## src/rtl/vga_pkg.sv

```systemverilog
// Shared definitions for the VGA framebuffer write path: geometry, the
// fill-engine state encoding and the {y,x} address packing helper.
package vga_pkg;

    localparam int COORD_W   = 8;
    localparam int FB_ADDR_W = 16;
    localparam int FB_DATA_W = 8;

    typedef enum logic [1:0] {
        FILL_IDLE = 2'd0,
        FILL_RUN  = 2'd1,
        FILL_DONE = 2'd2
    } fill_state_t;

    // Framebuffer rows are 256 bytes wide, so the address is simply {y, x}.
    function automatic logic [FB_ADDR_W-1:0] packAddr(
        input logic [COORD_W-1:0] y,
        input logic [COORD_W-1:0] x
    );
        return {y, x};
    endfunction

endpackage

```

## src/rtl/vga_fill_engine.sv

```systemverilog
// Rectangle fill engine: walks a w x h block row by row, presenting one
// pixel write at a time on a valid/ready interface. Coordinates wrap mod 256.
module vga_fill_engine
    import vga_pkg::*;
#(
    parameter int DATA_WIDTH = FB_DATA_W
) (
    input  logic                  clk,
    input  logic                  rst_n,
    input  logic                  i_start,
    input  logic [COORD_W-1:0]    i_x,
    input  logic [COORD_W-1:0]    i_y,
    input  logic [COORD_W-1:0]    i_w,
    input  logic [COORD_W-1:0]    i_h,
    input  logic [DATA_WIDTH-1:0] i_color,
    output logic                  o_valid,
    input  logic                  i_ready,
    output logic [FB_ADDR_W-1:0]  o_addr,
    output logic [DATA_WIDTH-1:0] o_data,
    output logic                  o_busy,
    output logic                  o_done
);

    fill_state_t           r_state, w_state_nxt;
    logic [COORD_W-1:0]    r_x0, r_y0, r_w, r_h, r_cx, r_cy;
    logic [COORD_W-1:0]    w_x0_nxt, w_y0_nxt, w_w_nxt, w_h_nxt, w_cx_nxt, w_cy_nxt;
    logic [DATA_WIDTH-1:0] r_color, w_color_nxt;
    logic [COORD_W-1:0]    w_px, w_py;

    // State and rectangle registers; reset abandons any fill in progress.
    always_ff @(posedge clk or negedge rst_n) begin
        if (!rst_n) begin
            r_state <= FILL_IDLE;
            r_x0    <= '0;
            r_y0    <= '0;
            r_w     <= '0;
            r_h     <= '0;
            r_cx    <= '0;
            r_cy    <= '0;
            r_color <= '0;
        end else begin
            r_state <= w_state_nxt;
            r_x0    <= w_x0_nxt;
            r_y0    <= w_y0_nxt;
            r_w     <= w_w_nxt;
            r_h     <= w_h_nxt;
            r_cx    <= w_cx_nxt;
            r_cy    <= w_cy_nxt;
            r_color <= w_color_nxt;
        end
    end

    // Next-state logic: latch on start (IDLE only), step cx/cy per granted pixel.
    always_comb begin
        w_state_nxt = r_state;
        w_x0_nxt    = r_x0;
        w_y0_nxt    = r_y0;
        w_w_nxt     = r_w;
        w_h_nxt     = r_h;
        w_cx_nxt    = r_cx;
        w_cy_nxt    = r_cy;
        w_color_nxt = r_color;
        unique case (r_state)
            FILL_IDLE: begin
                if (i_start) begin
                    w_x0_nxt    = i_x;
                    w_y0_nxt    = i_y;
                    w_w_nxt     = i_w;
                    w_h_nxt     = i_h;
                    w_color_nxt = i_color;
                    w_cx_nxt    = '0;
                    w_cy_nxt    = '0;
                    if ((i_w == '0) || (i_h == '0)) begin
                        w_state_nxt = FILL_DONE;
                    end else begin
                        w_state_nxt = FILL_RUN;
                    end
                end
            end
            FILL_RUN: begin
                if (i_ready) begin
                    if (r_cx == (r_w - COORD_W'(1))) begin
                        w_cx_nxt = '0;
                        if (r_cy == (r_h - COORD_W'(1))) begin
                            w_state_nxt = FILL_DONE;
                        end else begin
                            w_cy_nxt = r_cy + COORD_W'(1);
                        end
                    end else begin
                        w_cx_nxt = r_cx + COORD_W'(1);
                    end
                end
            end
            FILL_DONE: begin
                w_state_nxt = FILL_IDLE;
            end
            default: begin
                w_state_nxt = FILL_IDLE;
            end
        endcase
    end

    assign w_px    = r_x0 + r_cx;
    assign w_py    = r_y0 + r_cy;
    assign o_valid = (r_state == FILL_RUN);
    assign o_addr  = packAddr(w_py, w_px);
    assign o_data  = r_color;
    assign o_busy  = (r_state == FILL_RUN);
    assign o_done  = (r_state == FILL_DONE);

endmodule

```

## src/rtl/vga_fb_write_arb.sv

```systemverilog
// Framebuffer port-A write controller: round-robin arbitration between two
// external pixel writers and the fill engine, with a registered write port.
module vga_fb_write_arb
    import vga_pkg::*;
#(
    parameter int DATA_WIDTH = FB_DATA_W,
    parameter int ADDR_WIDTH = FB_ADDR_W,
    parameter int COORD_W    = vga_pkg::COORD_W
) (
    input  logic                  clk,
    input  logic                  rst_n,
    input  logic                  i_w0_valid,
    input  logic [ADDR_WIDTH-1:0] i_w0_addr,
    input  logic [DATA_WIDTH-1:0] i_w0_data,
    output logic                  o_w0_ready,
    input  logic                  i_w1_valid,
    input  logic [ADDR_WIDTH-1:0] i_w1_addr,
    input  logic [DATA_WIDTH-1:0] i_w1_data,
    output logic                  o_w1_ready,
    input  logic                  i_fill_start,
    input  logic [COORD_W-1:0]    i_fill_x,
    input  logic [COORD_W-1:0]    i_fill_y,
    input  logic [COORD_W-1:0]    i_fill_w,
    input  logic [COORD_W-1:0]    i_fill_h,
    input  logic [DATA_WIDTH-1:0] i_fill_color,
    output logic                  o_fill_busy,
    output logic                  o_fill_done,
    output logic                  o_mem_we,
    output logic [ADDR_WIDTH-1:0] o_mem_addr,
    output logic [DATA_WIDTH-1:0] o_mem_data
);

    logic                  w_f_valid;
    logic [ADDR_WIDTH-1:0] w_f_addr;
    logic [DATA_WIDTH-1:0] w_f_data;
    logic [2:0]            w_req, w_grant;
    logic [1:0]            r_ptr, w_ptr_nxt;
    logic [ADDR_WIDTH-1:0] w_sel_addr;
    logic [DATA_WIDTH-1:0] w_sel_data;
    logic                  r_mem_we;
    logic [ADDR_WIDTH-1:0] r_mem_addr;
    logic [DATA_WIDTH-1:0] r_mem_data;

    vga_fill_engine #(
        .DATA_WIDTH (DATA_WIDTH)
    ) u_fill (
        .clk     (clk),
        .rst_n   (rst_n),
        .i_start (i_fill_start),
        .i_x     (i_fill_x),
        .i_y     (i_fill_y),
        .i_w     (i_fill_w),
        .i_h     (i_fill_h),
        .i_color (i_fill_color),
        .o_valid (w_f_valid),
        .i_ready (w_grant[2]),
        .o_addr  (w_f_addr),
        .o_data  (w_f_data),
        .o_busy  (o_fill_busy),
        .o_done  (o_fill_done)
    );

    assign w_req = {w_f_valid, i_w1_valid, i_w0_valid};

    // Round-robin pick: search begins at r_ptr, which names the source after the last winner.
    always_comb begin
        w_grant = 3'b000;
        unique case (r_ptr)
            2'd1: begin
                if      (w_req[1]) w_grant = 3'b010;
                else if (w_req[2]) w_grant = 3'b100;
                else if (w_req[0]) w_grant = 3'b001;
            end
            2'd2: begin
                if      (w_req[2]) w_grant = 3'b100;
                else if (w_req[0]) w_grant = 3'b001;
                else if (w_req[1]) w_grant = 3'b010;
            end
            default: begin
                if      (w_req[0]) w_grant = 3'b001;
                else if (w_req[1]) w_grant = 3'b010;
                else if (w_req[2]) w_grant = 3'b100;
            end
        endcase
    end

    // Pointer advance and write-data selection for the current winner.
    always_comb begin
        w_ptr_nxt  = r_ptr;
        w_sel_addr = r_mem_addr;
        w_sel_data = r_mem_data;
        if (w_grant[0]) begin
            w_ptr_nxt  = 2'd1;
            w_sel_addr = i_w0_addr;
            w_sel_data = i_w0_data;
        end else if (w_grant[1]) begin
            w_ptr_nxt  = 2'd2;
            w_sel_addr = i_w1_addr;
            w_sel_data = i_w1_data;
        end else if (w_grant[2]) begin
            w_ptr_nxt  = 2'd0;
            w_sel_addr = w_f_addr;
            w_sel_data = w_f_data;
        end
    end

    // Registered port A: a grant this cycle becomes a write strobe next cycle.
    always_ff @(posedge clk or negedge rst_n) begin
        if (!rst_n) begin
            r_ptr      <= 2'd0;
            r_mem_we   <= 1'b0;
            r_mem_addr <= '0;
            r_mem_data <= '0;
        end else begin
            r_ptr      <= w_ptr_nxt;
            r_mem_we   <= |w_grant;
            r_mem_addr <= w_sel_addr;
            r_mem_data <= w_sel_data;
        end
    end

    assign o_w0_ready = w_grant[0];
    assign o_w1_ready = w_grant[1];
    assign o_mem_we   = r_mem_we;
    assign o_mem_addr = r_mem_addr;
    assign o_mem_data = r_mem_data;

endmodule

```

## config.mk

```make
export PLATFORM = sky130hd
export DESIGN_NAME = vga_fb_write_arb
export DESIGN_NICKNAME = d
export VERILOG_FILES = /design/src/rtl/vga_pkg.sv /design/src/rtl/vga_fill_engine.sv /design/src/rtl/vga_fb_write_arb.sv
export SDC_FILE = /design/constraint.sdc
export NUM_CORES = 1
export LEC_CHECK = 0
export ABC_AREA = 1
export BUFFER_PORTS_ARGS = -buffer_cell sky130_fd_sc_hd__buf_2
export CORE_ASPECT_RATIO = 0.6
export CORE_MARGIN = 3
export CORE_UTILIZATION = 35
export CTS_CLUSTER_DIAMETER = 40
export DETAILED_ROUTE_END_ITERATION = 7
export PLACE_DENSITY = 0.58
export SYNTH_ARGS = -nofsm -noshare
export SYNTH_HDL_FRONTEND = slang
export SYNTH_HIERARCHICAL = 1
export SYNTH_SLANG_ARGS = --single-unit
export TNS_END_PERCENT = 1
```

## constraint.sdc

```tcl
create_clock -name clk -period 2.9 [get_ports clk]
set_clock_uncertainty 0.1 [all_clocks]
set_input_delay 0.29 -clock clk [delete_from_list [all_inputs] [get_ports clk]]
set_output_delay 0.29 -clock clk [all_outputs]
set_load 0.03 [all_outputs]
```

==> impl_metrics.tcl <==
set metrics [dict create \
    crit_path_end_kind "output pin" \
    core_area_um2 14800 \
    p_comb_frac 0.456 \
    fin_crit_ns 2.50 \
    status "finished clean" \
    grt_usage 0.168 \
    gp_congestion 0.852 \
    ys_seq_area_frac 0.390 \
    cp.required_ns 2.51 \
    final_antenna_net_count 0 \
    leakage_nw 3.48 \
    post-cts-setup-buffers 0 \
    pwr_density_cell_nw_per_um2 761 \
    reg2reg_setup_slack_ns 0.52 \
    hpwl_mm 10.7 \
    routed_wirelength_mm 14.2 \
    yosysMostFrequentCell "nand2_1" \
    syn-num-nets 799 \
    dp_cells 982 \
    ys_top_cells_by_count "nand2_1 (175), dfrtp_1 (85), nand3_1 (71), inv_1 (55), nor2_1 (55)" \
    synth_seq_cells 85 \
    final_nets 911 \
    synth_edf_count 0 \
    setup_viol 0 \
    hold_slack_ns 0.0777 \
    postCtsHoldBufs 1 \
    cts.sinks 85 \
    core.rowCount 34 \
    setup_tns_ns 0 \
    async_reset_ff_frac 1.00 \
    grt_pass1_wl_mm 23.6 \
    antenna_found_initial 0 \
    layout.cells.non_filler 999 \
    path_max_fanout 23 \
    num_io_pins 122 \
    clk_latency_ns 0.34 \
    die_w_um 167 \
    cp-start-kind "flip-flop" \
    synth_top_area_frac 0.390 \
    fmax_mhz 400 \
    drcViolationCount 0 \
    synthDistinctLibCells 35 \
    start_util 0.367 \
    crit_type "reg -> out" \
    rsz0062_at_grt "false" \
    vias 4824 \
    ir_drop_uv 360 \
    synth_top_area_cell "dfrtp_1" \
    timing.final.hold_violations 0 \
    wl_per_cell_um 14.2 \
    grt.overflow.total 0 \
    maxSlewHeadroom 0.566 \
    cts.htree.levels 3 \
    grt_pass1_vias 4613 \
    synth.area.top_cells "dfrtp_1 (39%), nand2_1 (12%), nand3_1 (6.5%), mux2_2 (5.0%), ha_1 (4.6%)" \
    portBuffers 121 \
    p_switching_mw 2.21 \
    critPathArrivalTime_ns 2.11 \
    holdPathStages 2 \
    worstMarginPinSlew_ns 0.650 \
    rr_worst_depth 12 \
    ys_warn_count 6 \
    min_path_type "in -> reg" \
    dr.first_iter.drc_count 301 \
    die-area_um2 17200 \
    layout-drive-gt1-share 0.265 \
    syn-cell-area_um2 5450 \
    clock_power_share 0.238 \
    maxCapViolations 0 \
    post-route-period-util 0.863 \
    drtPass1Iterations 4 \
    cts_tree "yes" \
    grt_max_degree 49 \
    fp.dieH_um 103 \
    area_growth_pct 19.5 \
    p_int_mw 2.74 \
    syn_inst 684 \
    syn_area_per_cell_um2 7.97 \
    synthFlopType "dfrtp_1" \
    report.final.slew_viol_count 0 \
    sw_frac_of_total 0.447 \
    clk_pin_slew_ns 0.07 \
    num-fill-cells 1511 \
    antenna_cells 0 \
    cts_resized 0 \
    cts-buffers-inserted 9 \
    cts_buffer_depth 2 \
    cts_root_buf "clkbuf_16" \
    routed_via_density 4.83 \
    power_frac_seq 0.306 \
]
[through the flow]
stage                util  cell area [µm²]  setup slack [ns]  total power, mW
floorplan               -             5450             0.793             3.31
global placement    0.418             6200             0.536             3.80
detailed placement  0.418             6200             0.505             3.80
CTS                 0.439             6520             0.373             5.01
global route        0.439             6520             0.239             5.37
finish              0.439             6520             0.399             4.96
[power groups by stage]
stage / Clock [mW] / Sequential (mW) / Combinational [mW]
after global routing: 1.26 / 1.54 / 2.57
after detailed placement: 0 / 1.53 / 2.27
after global placement: 0 / 1.55 / 2.26
after CTS: 1.21 / 1.52 / 2.28
final: 1.18 / 1.52 / 2.26
after floorplan: 0 / 1.74 / 1.57
[metal layers]
layer	global-route usage	vias up	routed length, µm
met5	0	-	0
met4	0.0207	0	52
met3	0.0368	9	635
met2	0.244	106	5910
met1	0.263	2237	7610
li1	-	2472	-
[placed cells by master (no fill, tap or decap), types with 3 or more instances in the layout]
master / synthesis / routed
a21oi_1: 29 / 29
a21oi_2: 3 / 3
buf_2: 17 / 120
buf_4: 4 / 7
clkbuf_16: 0 / 9
clkinv_2: 0 / 3
dfrtp_1: 85 / 85
ha_1: 20 / 20
inv_1: 55 / 55
inv_2: 4 / 4
mux2_2: 24 / 24
nand2_1: 175 / 174
nand2_2: 19 / 20
nand2_4: 3 / 3
nand3_1: 71 / 71
nand3_4: 3 / 3
nand4_1: 39 / 39
nor2_1: 55 / 55
nor2_2: 6 / 6
o21ai_0: 11 / 11
xnor2_1: 13 / 13
xor2_1: 21 / 21
[cells by family (layout without fill, tap and decap cells)]
group	after synthesis	in the layout	synth area share
AOI/OAI and AO/OA	48	48	0.0479
xor gates and xnor gates	34	34	0.0546
adders and majority gates	22	22	0.0532
buffers and inverters	89	206	0.0773
DFF	85	85	0.390
muxes	24	24	0.0496
and+or+nand+nor	382	382	0.327
[path summary, 6_finish.rpt]
path | startpoint | end
max in group asynchronous | rst_n | o_mem_data[1]
hold / removal | i_fill_color[1] | u_fill/o_data[1]
min in group asynchronous | rst_n | u_fill/r_w[2]
hold reg to reg | o_mem_addr[2] | o_mem_addr[2]
setup reg to reg | u_fill/r_cy[0] | o_mem_addr[14]
setup / recovery | r_ptr[0] | o_w0_ready
[sequential cells by signal, summed over array words and instances (netlist names)]
signal and count:
u_fill/r_y0 8, u_fill/o_data 8, u_fill/r_x0 8, u_fill/r_cx 8
u_fill/r_state 2, u_fill/r_cy 8, o_mem_data 8, o_mem_addr 16
u_fill/r_h 8, u_fill/r_w 8, o_mem_we 1, r_ptr 2
[worst max-delay path: stages, from the launching register on]
cell and delay (ns):
dfrtp_1 0.34, inv_1 0.06, ha_1 0.32, inv_2 0.06
a21oi_2 0.16, nand2_4 0.19, inv_2 0.36, buf_2 0.27
[cell type report]
type | count | area [µm²] | share of cell area
Clock buffer | 10 | 239 | 0.0367
Clock inverter | 6 | 62.6 | 0.00960
Inverter | 60 | 228 | 0.0350
Multi-Input combinational cell | 510 | 2910 | 0.446
Sequential cell | 85 | 2130 | 0.326
Tap cell | 198 | 248 | 0.0380
Timing Repair Buffer | 130 | 703 | 0.108
Note: power is estimated with default switching activity, not from simulation.
